### src/rtl/vec_step_pkg.sv
// Shared types and width helpers for the vector step sequencer.
package vec_step_pkg;

  localparam int DEF_WIDTH = 3;
  localparam int DEF_DEPTH = 8;

  typedef enum logic [1:0] {IDLE, PRE, APPLY, FIN} state_t;

  // Never returns 0, so a counter sized for a value of 0 or 1 still gets a bit.
  function automatic int clog2_min1(input int n);
    return (n <= 1) ? 1 : $clog2(n);
  endfunction

  function automatic int idx_width(input int depth);
    return clog2_min1(depth);
  endfunction

  // One extra bit so a length equal to depth is representable.
  function automatic int len_width(input int depth);
    return clog2_min1(depth) + 1;
  endfunction

endpackage

### src/rtl/vec_step_table.sv
// DEPTH x WIDTH vector store: synchronous write, combinational read.
module vec_step_table
  import vec_step_pkg::*;
#(
  parameter int WIDTH = DEF_WIDTH,
  parameter int DEPTH = DEF_DEPTH
) (
  input  logic                        clk,
  input  logic                        we,
  input  logic [idx_width(DEPTH)-1:0] waddr,
  input  logic [WIDTH-1:0]            wdata,
  input  logic [idx_width(DEPTH)-1:0] raddr,
  output logic [WIDTH-1:0]            rdata
);

  logic [WIDTH-1:0] mem [DEPTH];

  always_ff @(posedge clk) begin
    if (we) mem[waddr] <= wdata;
  end

  assign rdata = mem[raddr];

endmodule

### src/rtl/vec_step_ctrl.sv
// Stimulus sequencer: optional settle delay, then each table vector held for a
// fixed number of cycles, with a one-cycle DONE pulse at the end of a normal run.
module vec_step_ctrl
  import vec_step_pkg::*;
#(
  parameter int              WIDTH       = DEF_WIDTH,
  parameter int              DEPTH       = DEF_DEPTH,
  parameter int              HOLD_CYCLES = 4,
  parameter int              PRE_CYCLES  = 10,
  parameter logic [WIDTH-1:0] IDLE_VALUE = '0
) (
  input  logic                        clk,
  input  logic                        rst,
  input  logic                        cfg_we,
  input  logic [idx_width(DEPTH)-1:0] cfg_addr,
  input  logic [WIDTH-1:0]            cfg_wdata,
  input  logic [len_width(DEPTH)-1:0] cfg_len,
  input  logic                        start,
  input  logic                        abort,
  output logic                        busy,
  output logic                        done,
  output logic                        vec_valid,
  output logic [idx_width(DEPTH)-1:0] vec_idx,
  output logic [WIDTH-1:0]            vec_out
);

  localparam int IDX_W  = idx_width(DEPTH);
  localparam int LEN_W  = len_width(DEPTH);
  localparam int PRE_W  = clog2_min1(PRE_CYCLES + 1);
  localparam int HOLD_W = clog2_min1(HOLD_CYCLES + 1);

  state_t            state, state_n;
  logic [PRE_W-1:0]  pre_cnt, pre_n;
  logic [HOLD_W-1:0] hold_cnt, hold_n;
  logic [IDX_W-1:0]  idx, idx_n;
  logic [LEN_W-1:0]  len, len_n, len_req;
  logic              tbl_we;
  logic [WIDTH-1:0]  rd_data, vec_next;

  assign tbl_we  = cfg_we && (state == IDLE || state == FIN);
  assign len_req = (cfg_len > LEN_W'(DEPTH)) ? LEN_W'(DEPTH) : cfg_len;

  vec_step_table #(.WIDTH(WIDTH), .DEPTH(DEPTH)) u_table (
    .clk   (clk),
    .we    (tbl_we),
    .waddr (cfg_addr),
    .wdata (cfg_wdata),
    .raddr (idx_n),
    .rdata (rd_data)
  );

  // With no settle delay vector 0 is captured on the same edge as a table write.
  assign vec_next = (tbl_we && cfg_addr == idx_n) ? cfg_wdata : rd_data;

  always_comb begin
    state_n = state;
    pre_n   = pre_cnt;
    hold_n  = hold_cnt;
    idx_n   = idx;
    len_n   = len;
    unique case (state)
      IDLE: begin
        if (start && !abort) begin
          len_n  = len_req;
          pre_n  = '0;
          hold_n = '0;
          idx_n  = '0;
          if (PRE_CYCLES > 0)   state_n = PRE;
          else if (len_req != 0) state_n = APPLY;
          else                   state_n = FIN;
        end
      end
      PRE: begin
        if (abort) begin
          state_n = IDLE;
        end else if (int'(pre_cnt) == PRE_CYCLES - 1) begin
          hold_n  = '0;
          idx_n   = '0;
          state_n = (len != 0) ? APPLY : FIN;
        end else begin
          pre_n = pre_cnt + PRE_W'(1);
        end
      end
      APPLY: begin
        if (abort) begin
          state_n = IDLE;
          idx_n   = '0;
        end else if (int'(hold_cnt) == HOLD_CYCLES - 1) begin
          hold_n = '0;
          if ((LEN_W'(idx) + LEN_W'(1)) == len) begin
            state_n = FIN;
            idx_n   = '0;
          end else begin
            idx_n = idx + IDX_W'(1);
          end
        end else begin
          hold_n = hold_cnt + HOLD_W'(1);
        end
      end
      FIN: state_n = IDLE;
      default: state_n = IDLE;
    endcase
  end

  // Outputs are registered from the next-state view so they line up with the state.
  always_ff @(posedge clk) begin
    if (rst) begin
      state     <= IDLE;
      pre_cnt   <= '0;
      hold_cnt  <= '0;
      idx       <= '0;
      len       <= '0;
      busy      <= 1'b0;
      done      <= 1'b0;
      vec_valid <= 1'b0;
      vec_idx   <= '0;
      vec_out   <= IDLE_VALUE;
    end else begin
      state     <= state_n;
      pre_cnt   <= pre_n;
      hold_cnt  <= hold_n;
      idx       <= idx_n;
      len       <= len_n;
      busy      <= (state_n == PRE) || (state_n == APPLY);
      done      <= (state_n == FIN);
      vec_valid <= (state_n == APPLY);
      vec_idx   <= (state_n == APPLY) ? idx_n : '0;
      vec_out   <= (state_n == APPLY) ? vec_next : IDLE_VALUE;
    end
  end

endmodule

### config.mk
export PLATFORM = sky130hd
export DESIGN_NAME = vec_step_ctrl
export DESIGN_NICKNAME = d
export VERILOG_FILES = /design/src/rtl/vec_step_pkg.sv /design/src/rtl/vec_step_table.sv /design/src/rtl/vec_step_ctrl.sv
export SDC_FILE = /design/constraint.sdc
export NUM_CORES = 1
export LEC_CHECK = 0
export ABC_AREA = 1
export BUFFER_PORTS_ARGS = -buffer_cell sky130_fd_sc_hd__clkbuf_2
export CAP_MARGIN = 15
export CORE_UTILIZATION = 50
export CTS_CLUSTER_SIZE = 10
export DETAILED_ROUTE_END_ITERATION = 7
export PLACE_DENSITY = 0.8
export SKIP_CTS_REPAIR_TIMING = 1
export SYNTH_ARGS = -nofsm -noshare
export SYNTH_HDL_FRONTEND = slang
export SYNTH_SLANG_ARGS = --single-unit
### constraint.sdc
create_clock -name clk -period 5.35 [get_ports clk]
set_input_delay 1.605 -clock clk [delete_from_list [all_inputs] [get_ports clk]]
set_output_delay 1.605 -clock clk [all_outputs]
set_load 0.1 [all_outputs]
==> results of run 1 <==
worst reg2reg max path: stages (launching register included):
cell and delay (ns):
dfxtp_1 0.55, ha_1 0.31, inv_1 0.07, nand2_1 0.05, nand3_1 0.07, nor2_1 0.05, nand3_2 0.11, a21oi_1 0.08
o211ai_1 0.27, nand2_1 0.15, ha_1 0.21, nand2_1 0.14, inv_1 0.10, nand2_1 0.07, nor2_1 0.04
power by group through the flow:
stage                     clock network (mW)  registers [mW]  logic (mW)
after floorplan                            0           0.425      0.0468
after global placement                     0           0.419      0.0743
after detailed placement                   0           0.420      0.0752
after CTS                              0.228           0.411      0.0756
after global routing                   0.242           0.413      0.0859
final                                  0.223           0.411      0.0759
routing by layer:
layer | wire (um) | up-vias
li1 | - | 989
met1 | 1990 | 831
met2 | 2050 | 58
met3 | 247 | 12
met4 | 99 | 0
met5 | 0 | -
logic make-up (layout without fill, tap and decap cells):
logic type / after synthesis / count (layout) / synth area share
DFF: 49 / 49 / 0.503
xor gates and xnor gates: 3 / 3 / 0.0108
AOI/OAI and AO/OA: 31 / 31 / 0.0789
buffers and inverters: 54 / 82 / 0.0881
adders and majority gates: 10 / 10 / 0.0515
and+or+nand+nor: 143 / 143 / 0.268
cells in the final DEF (no fill, tap or decap):
cell type and n:
nor4_1 2, nand2_1 52, o22ai_1 1, clkbuf_8 5, inv_8 1, ha_1 10
nand2_4 3, nand4_1 1, a21oi_4 1, clkinvlp_4 2, a21oi_1 11, xnor2_1 2
nor3_1 3, edfxtp_1 24, a211oi_1 2, nor2_4 1, nor2_2 1, o211ai_1 2
nor2_1 41, o21ai_2 1, nand2_2 6, a22oi_2 1, xor2_1 1, o21ai_0 10
inv_2 2, dfxtp_1 25, nand3b_1 3, o21ai_1 1, nand3_1 29, nand3_2 1
o31ai_1 1, inv_1 49, clkbuf_2 23
sequential cells by signal (all words and copies together), names as in the netlist, 2 cells and up:
name         cells
hold_cnt         3
idx              3
len              4
pre_cnt          4
state            2
u_table.mem     24
vec_idx          3
vec_out          3
cell type report:
| cell class | instances | area (sq um) | share of cell area |
|---|---|---|---|
| inverters | 51 | 191 | 0.0714 |
| clock inverters | 3 | 26.3 | 0.00980 |
| well taps | 52 | 65.1 | 0.0243 |
| repair buffers | 23 | 115 | 0.0430 |
| multi-input cells | 187 | 992 | 0.370 |
| clock buffers | 5 | 68.8 | 0.0257 |
| flip-flops and latches | 49 | 1220 | 0.456 |
cell usage after synthesis (2+ instances only):
| library cell | n |
|---|---|
| a211oi_1 | 2 |
| a21oi_1 | 11 |
| dfxtp_1 | 25 |
| edfxtp_1 | 24 |
| ha_1 | 10 |
| inv_1 | 49 |
| inv_2 | 2 |
| nand2_1 | 52 |
| nand2_2 | 6 |
| nand2_4 | 3 |
| nand3_1 | 29 |
| nand3b_1 | 3 |
| nor2_1 | 41 |
| nor3_1 | 3 |
| nor4_1 | 2 |
| o211ai_1 | 2 |
| o21ai_0 | 10 |
| xnor2_1 | 2 |
final timing paths:
| kind | from | end | slack [ns] | cells after the start |
|---|---|---|---|---|
| worst max-delay path | abort | vec_out[0] | 2.53 | 14 |
| worst min-delay path | pre_cnt[2] | pre_cnt[2] | 0.50 | 2 |
| worst max register to register | idx[0] | vec_out[1] | 2.97 | 14 |
| worst min register to register | pre_cnt[2] | pre_cnt[2] | 0.50 | 2 |
per-stage QoR:
step / utilization / setup WS [ns] / instances
6_report: 0.595 / 2.53 / 370
5_1_grt: 0.595 / 2.35 / 370
4_1_cts: 0.595 / 2.57 / 370
3_5_place_dp: 0.574 / 2.25 / 362
3_3_place_gp: 0.574 / 2.33 / 362
2_1_floorplan: - / 2.58 / 290
==> reports/metrics.csv, run 1 <==
stage,metric,value,unit
synth,proportion_of_netlist_area_held_by_the_largest_area_contributor,0.297,
synth,post_synth_inst_count,290,
timing,clock_skew,0.0107,ns
cells_and_area,fillers,384,
global_routing,gr-max-usage-layer,met2,
timing,final.min_clock_period,2.82,ns
power,power.switching_fraction,0.264,
timing,worst_slew_margin_rel,0.638,
setup_path,timing.critical_path.cells,clkbuf_2 -> inv_2 -> nand2_1 -> inv_1 -> nor2_1 -> nor2_2 -> inv_1 -> nand2_4 -> nand2_4 -> inv_1 -> nor2_1 -> nor2_1 -> nor2_1 -> nor2_1,
synth,synthTopCellsByArea,"edfxtp_1, dfxtp_1, nand2_1",
power,power.share.clock,0.314,
hold_path,holdCritPathClass,reg2reg,
floorplan,floorplan.rows,24,
setup_path,critPathMaxFanout,13,
synth,yosys_warnings,0,
floorplan,coreArea,0.00450,sq mm
placed_design,detailed_place.area,0.00258,sq mm
cells_and_area,fin_nets,342,
global_routing,groute.layer.met3.usage,0.0506,
setup_path,setup.worst_path.start_class,primary input,
cells_and_area,antenna_cells,0,
power,int_power,0.522,mW
timing,achievable-frequency,355,MHz
synth,synthesis.area,0.00243,sq mm
timing,slew_violations,0,
run,max-cap-violations,0,
setup_path,cp_common_cell,nor2_1,
clocking,tritoncts,done,
routing,post_drt_via_cell_ratio,5.11,
floorplan,floorplan.initialDensity,0.539,
synth,synth.avg_cell_area,8.37,sq um
power,p_total,0.710,mW
routing,routed_wire_per_std_cell,11.9,um
power,combinationalPowerShare,0.107,
routing,drtAntennaViolNets,0,
timing,final-hold-violation-count,0,
synth,synth.ff_latch_count,49,
floorplan,die_w,71.7,um
timing,fin_crit_sh,0.526,
setup_path,setup.worst_path.class,in2reg,
global_routing,first_global_vias,1646,
clocking,clk_pin_slew,0.10,ns
power,cellLeakagePower,1.20,nW
floorplan,fp.dieArea,0.00514,sq mm
setup_path,worst-path-buf-inv,5,
clocking,worst_skew_pair_later_pin_latency,0.31,ns
clocking,cts.path.max_buffers,2,
synth,postSynth.asyncResetShare,0,
power,vdd_ir_drop_max,0.163,mV
setup_path,worstPathArrival,3.03,ns
timing,unrepaired_setup_endpoints_after_global_routing,no,
synth,synth.lib_cells_used.distinct,32,
setup_path,cp-end-kind,flop,
power,switching_power,0.188,mW
synth,synth-edff-count,24,
floorplan,io_pins,24,
setup_path,path_delay_family,simple AND/OR/NAND/NOR gates,
floorplan,die_h,71.7,um
setup_path,required,5.56,ns
setup_path,worst_path_largest_cell_delay,0.19,ns
global_routing,grt_antenna_before_repair,0,
cells_and_area,final_cell_area,0.00268,sq mm
placed_design,rd_place_congestion,0.888,
routing,vias,1890,
cells_and_area,area_growth,10.4,%
global_routing,pin_count_of_the_biggest_net_entering_global_routing,18,
synth,synth_top_flop_cell,dfxtp_1,
clocking,clockRootBuffer,clkbuf_8,
global_routing,gr-usage-all-layers,0.184,
global_routing,global_route.usage.met2,0.295,
timing,whs,0.500,ns
run_status,outcome,"finished, final reports clean",
clocking,cts-htree-levels,2,
routing,route.detailed.drc,0,
power,seqPwrFrac,0.579,
timing,setup_tns_after_final_layout,0,ns
global_routing,gr_met1_demand_resource,0.230,
placed_design,port_buffers,23,
synth,syn_nets,315,
global_routing,global_route.overflow_total,0,
routing,dr.first_iter.drc_count,95,
cells_and_area,share_of_post_route_cells_with_drive_strength_above_1,0.151,
clocking,tritoncts_num_sinks,49,
setup_path,worst_path_max_delay_cell,nor2_1,
synth,yosysSeqAreaShare,0.503,
power,power_density,265,mW/mm^2
timing,tightestPinTransition,0.545,ns
routing,drt_pre_antenna_iters,4,
placed_design,dp_hpwl,3380,um
timing,setup-violations-final,0,
routing,totalWireLength,4390,um
clocking,cts_made_buffers,5,
synth,post-synth-top-area-cell,edfxtp_1,
global_routing,grt_first_pass_wirelength,7210,um
Note: power is estimated with default switching activity, not from simulation.
==> run 2, diff against run 1 <==
--- a/config.mk
+++ b/config.mk
@@ -11,7 +11,7 @@
 export CORE_UTILIZATION = 50
 export CTS_CLUSTER_SIZE = 10
 export DETAILED_ROUTE_END_ITERATION = 7
-export PLACE_DENSITY = 0.8
+export PLACE_DENSITY = 0.83
 export SKIP_CTS_REPAIR_TIMING = 1
 export SYNTH_ARGS = -nofsm -noshare
 export SYNTH_HDL_FRONTEND = slang
==> constraint.sdc (replaced) <==
create_clock -name clk -period 2.4 [get_ports clk]
set_input_delay 0.72 -clock clk [delete_from_list [all_inputs] [get_ports clk]]
set_output_delay 0.72 -clock clk [all_outputs]
set_load 0.1 [all_outputs]
==> reports/metrics.csv, run 2 (same netlist as run 1, synthesis figures left out) <==
stage,metric,value,unit
run_status,outcome,"finished, final reports clean",
cells_and_area,layout.cells.most_common_list,"nand2_1, inv_1, nor2_1",
timing,slew_violations,0,
global_routing,first_global_vias,1839,
timing,unrepaired_setup_endpoints_after_global_routing,no,
setup_path,timing.rr.start,idx[1],
cells_and_area,post-route-util,0.598,
timing,achievable-frequency,450,MHz
power,cellLeakagePower,1.20,nW
timing,final-hold-violation-count,0,
timing,setup-violations-final,0,
setup_path,setup.worst_path.start_class,flop,
routing,drt_pre_antenna_iters,4,
timing,setup_tns_after_final_layout,0,ns
placed_design,detailed_place.area,0.00259,sq mm
cells_and_area,share_of_post_route_cells_with_drive_strength_above_1,0.157,
clocking,tritoncts,done,
global_routing,gr-usage-all-layers,0.196,
floorplan,die_h,71.7,um
timing,fin_crit_sh,0.925,
power,power_density,591,mW/mm^2
timing,final_worst_slack,0.180,ns
cells_and_area,layout_commonest_cell,nand2_1,
setup_path,critPathMaxFanout,6,
global_routing,global_route.overflow_total,0,
hold_path,holdCritPathClass,reg2reg,
floorplan,floorplan.rows,24,
placed_design,dpl_cells,363,
clocking,cts_made_buffers,5,
global_routing,pin_count_of_the_biggest_net_entering_global_routing,18,
floorplan,fp.dieArea,0.00514,sq mm
timing,clock_skew,0.00559,ns
clocking,cts.path.max_buffers,2,
placed_design,port_buffers,23,
setup_path,cp-end-kind,flop,
setup_path,required,2.62,ns
global_routing,grt_first_pass_wirelength,7730,um
floorplan,coreArea,0.00450,sq mm
routing,routed_wire_per_std_cell,12.5,um
setup_path,worst_path_max_delay_cell,dfxtp_1,
power,vdd_ir_drop_max,0.362,mV
floorplan,io_pins,24,
cells_and_area,final_cell_count_no_fill,371,
cells_and_area,antenna_cells,0,
clocking,clk_pin_slew,0.09,ns
clocking,cts-htree-levels,2,
setup_path,timing.critical_path.cells,ha_1 -> inv_1 -> nand2_1 -> nand3_1 -> nand2_1 -> nand3_2 -> nand2_1 -> nand2_1 -> o21ai_0 -> o22ai_2 -> ha_1 -> nand2_1 -> inv_1 -> nand2_1 -> nor2_1,
timing,final.min_clock_period,2.22,ns
cells_and_area,regMostFlops,u_table.mem,
run,max-cap-violations,0,
cells_and_area,reg_top3,"u_table.mem x24, len x4, pre_cnt x4",
setup_path,path_delay_family,simple AND/OR/NAND/NOR gates,
clocking,worst_skew_pair_later_pin_latency,0.31,ns
hold_path,hp-start,len[0],
clocking,tritoncts_num_sinks,49,
cells_and_area,fin_nets,343,
routing,drtAntennaViolNets,0,
routing,vias,1888,
routing,totalWireLength,4630,um
timing,tightestPinTransition,0.546,ns
setup_path,worst_path_largest_cell_delay,0.44,ns
setup_path,cp_common_cell,nand2_1,
routing,post_drt_via_cell_ratio,5.09,
clocking,clockRootBuffer,clkbuf_8,
cells_and_area,area_growth,11.0,%
setup_path,worstPathArrival,2.44,ns
floorplan,floorplan.initialDensity,0.539,
timing,worst_slew_margin_rel,0.638,
placed_design,dp_hpwl,3450,um
setup_path,worst-path-buf-inv,2,
floorplan,die_w,71.7,um
routing,dr.first_iter.drc_count,93,
setup_path,cp-startpoint,idx[1],
cells_and_area,final_cell_area,0.00269,sq mm
setup_path,setup.worst_path.class,reg2reg,
placed_design,rd_place_congestion,0.885,
global_routing,grt_antenna_before_repair,0,
routing,route.detailed.drc,0,
placed_design,dp_worst_setup_slack,0.180,ns
cells_and_area,largest_register_ffs,24,
run 2: cell count changes in the layout (fill, tap and decap cells not counted), sizes merged:
cell  delta
buf      +1
run 2: power by group:
group | leakage (nW) | switching [mW] | total, mW | internal, mW
combinational | 0.741 | 0.120 | 0.172 | 0.0519
clock | 0.0423 | 0.292 | 0.504 | 0.212
sequential | 0.420 | 0.0147 | 0.917 | 0.902
run 2: layout make-up:
cell class,count,area [sq um]
Multi-Input combinational cell,187,998
Tap cell,52,65.1
Sequential cell,49,1220
Timing Repair Buffer,24,123
Fill cell,390,1810
Clock inverter,3,26.3
Clock buffer,5,68.8
Inverter,51,191
run 2: worst paths after layout:
path,to,slack (ns),depth (start not counted)
worst min-delay path,len[0],0.50,2
worst min register to register,len[0],0.50,2
worst max-delay path,vec_out[2],0.18,15
worst max register to register,vec_out[2],0.18,15
run 2: metrics by stage:
stage | hold WS [ns] | power, mW
5_1_grt | 0.516 | 1.66
3_3_place_gp | 0.483 | 1.10
2_1_floorplan | 0.465 | 1.05
6_report | 0.503 | 1.59
3_5_place_dp | 0.490 | 1.10
4_1_cts | 0.505 | 1.59
run 2: metal layers:
layer	global-route usage	vias up	wire length [um]
met5	0	-	0
met4	0.105	0	121
met3	0.0492	14	199
met2	0.329	47	2170
met1	0.232	841	2150
li1	-	986	-
run 2: worst reg2reg max path: cells and delay by family, from the launching register on:
family          cells  cell delay [ns]
flops               1             0.44
fa+ha+maj           2             0.48
compound gates      2             0.24
buf+inv             2             0.18
simple gates        9             0.80
==> run 3, diff against run 2 <==
--- a/config.mk
+++ b/config.mk
@@ -5,7 +5,6 @@
 export SDC_FILE = /design/constraint.sdc
 export NUM_CORES = 1
 export LEC_CHECK = 0
-export ABC_AREA = 1
 export BUFFER_PORTS_ARGS = -buffer_cell sky130_fd_sc_hd__clkbuf_2
 export CAP_MARGIN = 15
 export CORE_UTILIZATION = 50
==> reports/metrics.csv, run 3 <==
stage,metric,value,unit
run_status,outcome,"finished, final reports clean",
synth,synth.ff_latch_count,49,
cells_and_area,layout.cells.most_common_list,"buf_4, dfxtp_1, edfxtp_1",
timing,whs,0.487,ns
synth,post_synth_inst_count,230,
setup_path,worst_path_max_delay_cell,a211oi_1,
clocking,tritoncts,done,
global_routing,pin_count_of_the_biggest_net_entering_global_routing,19,
cells_and_area,largest_register_ffs,24,
placed_design,detailed_place.area,0.00282,sq mm
cells_and_area,layout_commonest_cell,buf_4,
floorplan,coreArea,0.00472,sq mm
routing,drtAntennaViolNets,0,
timing,final_worst_slack,0.0966,ns
setup_path,critPathMaxFanout,17,
clocking,cts-htree-levels,2,
floorplan,fp.dieArea,0.00522,sq mm
routing,vias,1910,
clocking,clk_pin_slew,0.10,ns
placed_design,dp_hpwl,3730,um
synth,yosys_warnings,0,
synth,postSynth.asyncResetShare,0,
routing,totalWireLength,5250,um
clocking,cts.path.max_buffers,2,
synth,synth.lib_cells_used.distinct,57,
hold_path,min_delay_worst_endpoint,hold_cnt[0],
cells_and_area,final_cell_count_no_fill,350,
cells_and_area,area_growth,23.0,%
setup_path,required,2.60,ns
cells_and_area,reg_top3,"u_table.mem x24, len x4, pre_cnt x4",
routing,post_drt_via_cell_ratio,5.46,
timing,worst_slew_margin_rel,0.646,
floorplan,die_h,72.3,um
run,max-cap-violations,0,
timing,final.min_clock_period,2.30,ns
floorplan,io_pins,24,
timing,clock_skew,0.0143,ns
routing,routed_wire_per_std_cell,15.0,um
cells_and_area,fin_nets,307,
routing,dr.first_iter.drc_count,78,
cells_and_area,post-route-util,0.643,
timing,slew_violations,0,
global_routing,global_route.overflow_total,0,
cells_and_area,final_cell_area,0.00304,sq mm
timing,setup-violations-final,0,
timing,final-hold-violation-count,0,
synth,synth-edff-count,24,
setup_path,setup.worst_path.class,reg2reg,
floorplan,die_w,72.3,um
timing,achievable-frequency,434,MHz
synth,yosysSeqAreaShare,0.495,
placed_design,port_buffers,23,
power,vdd_ir_drop_max,0.454,mV
synth,post-synth-top-count-cell,dfxtp_1,
global_routing,first_global_vias,1823,
timing,fin_crit_sh,0.960,
hold_path,holdPathStages,2,
power,power_density,540,mW/mm^2
setup_path,setup.reg_to_reg.worst_slack,0.1,ns
synth,synth.avg_cell_area,10.7,sq um
placed_design,dp_worst_setup_slack,-0.0663,ns
cells_and_area,antenna_cells,0,
placed_design,dpl_cells,338,
clocking,clockRootBuffer,clkbuf_8,
synth,synthesis.area,0.00247,sq mm
setup_path,setup.worst_path.start_class,flop,
setup_path,timing.rr.end,vec_out[0],
global_routing,gr-usage-all-layers,0.204,
synth,synth_top_flop_cell,dfxtp_1,
global_routing,grt_antenna_before_repair,0,
floorplan,floorplan.rows,25,
cells_and_area,regMostFlops,u_table.mem,
cells_and_area,share_of_post_route_cells_with_drive_strength_above_1,0.332,
clocking,worst_skew_pair_later_pin_latency,0.31,ns
placed_design,rd_place_congestion,0.869,
global_routing,grt_first_pass_wirelength,8110,um
clocking,cts_made_buffers,5,
synth,syn_nets,255,
synth,synth.top_cells.by_count,"dfxtp_1, edfxtp_1, nor2_1",
hold_path,holdCritPathClass,reg2reg,
setup_path,timing.critical_path.cells,inv_1 -> ha_1 -> buf_4 -> a21oi_1 -> o21a_4 -> nand2_2 -> a211oi_1 -> o32ai_2,
routing,route.detailed.drc,0,
synth,synthTopCellsByArea,"edfxtp_1, dfxtp_1, ha_1",
setup_path,r2r.worst_path.cells,8,
synth,proportion_of_netlist_area_held_by_the_largest_area_contributor,0.292,
cells_and_area,fillers,368,
timing,tightestPinTransition,0.526,ns
setup_path,worstPathArrival,2.50,ns
clocking,tritoncts_num_sinks,49,
routing,drt_pre_antenna_iters,4,
synth,post-synth-top-area-cell,edfxtp_1,
power,cellLeakagePower,1.20,nW
floorplan,floorplan.initialDensity,0.523,
setup_path,cp-end-kind,flop,
setup_path,worst_path_largest_cell_delay,0.44,ns
hold_path,hp-start,hold_cnt[0],
setup_path,timing.rr.start,state[1],
run 3: kinds of logic (layout without fill, tap and decap cells):
| kind of cell | Yosys count | in the layout | share of synthesized area |
|---|---|---|---|
| simple gates | 82 | 82 | 0.190 |
| xor+xnor | 5 | 5 | 0.0208 |
| flops | 49 | 49 | 0.495 |
| compound gates | 60 | 60 | 0.193 |
| fa+ha+maj | 10 | 10 | 0.0507 |
| mux | 3 | 3 | 0.0122 |
| buf+inv | 21 | 74 | 0.0390 |
run 3: layer usage:
layer	global-route usage	up-vias	routed length (um)
met1	0.250	901	2300
met5	0	-	0
met4	0.0632	0	57
li1	-	955	-
met3	0.0431	6	190
met2	0.360	48	2700
run 3: worst max path at each step:
stage,from,end,slack (ns),cells past startpoint
5_1_grt,idx[0],vec_out[0],-0.02,10
4_1_cts,idx[0],vec_out[1],-0.04,10
2_1_floorplan,idx[0],vec_out[2],0.0002,10
6_report,state[1],vec_out[0],0.1,8
3_3_place_gp,abort,vec_out[1],-0.06,7
3_5_place_dp,abort,vec_out[2],-0.07,7
run 3: layout make-up:
| cell class | count | area, sq um | area share |
|---|---|---|---|
| tap | 67 | 83.8 | 0.0276 |
| sequential | 49 | 1220 | 0.403 |
| timing repair buffer | 53 | 340 | 0.112 |
| inverter | 13 | 48.8 | 0.0161 |
| multi-input combinational | 160 | 1240 | 0.410 |
| clock buffer | 5 | 68.8 | 0.0227 |
| clock inverter | 3 | 26.3 | 0.00866 |
run 3: where the power goes:
part	switching (mW)	total [mW]	internal (mW)
Combinational	0.132	0.214	0.0823
Sequential	0.0114	0.907	0.896
Clock	0.302	0.519	0.217
run 3: through the flow:
| stage | power (mW) | setup TNS (ns) |
|---|---|---|
| global route | 1.71 | -0.0326 |
| finish | 1.64 | 0 |
| detailed placement | 1.13 | -0.178 |
| global placement | 1.12 | -0.169 |
| CTS | 1.64 | -0.0511 |
| floorplan | 1.05 | 0 |
run 3: worst max-delay path: cells and delay by family, from the launching register on:
| family | cells | cell delay, ns |
|---|---|---|
| AOI/OAI and AO/OA | 4 | 1.07 |
| adders and majority gates | 1 | 0.25 |
| buffers and inverters | 2 | 0.30 |
| DFF | 1 | 0.41 |
| and+or+nand+nor | 1 | 0.15 |
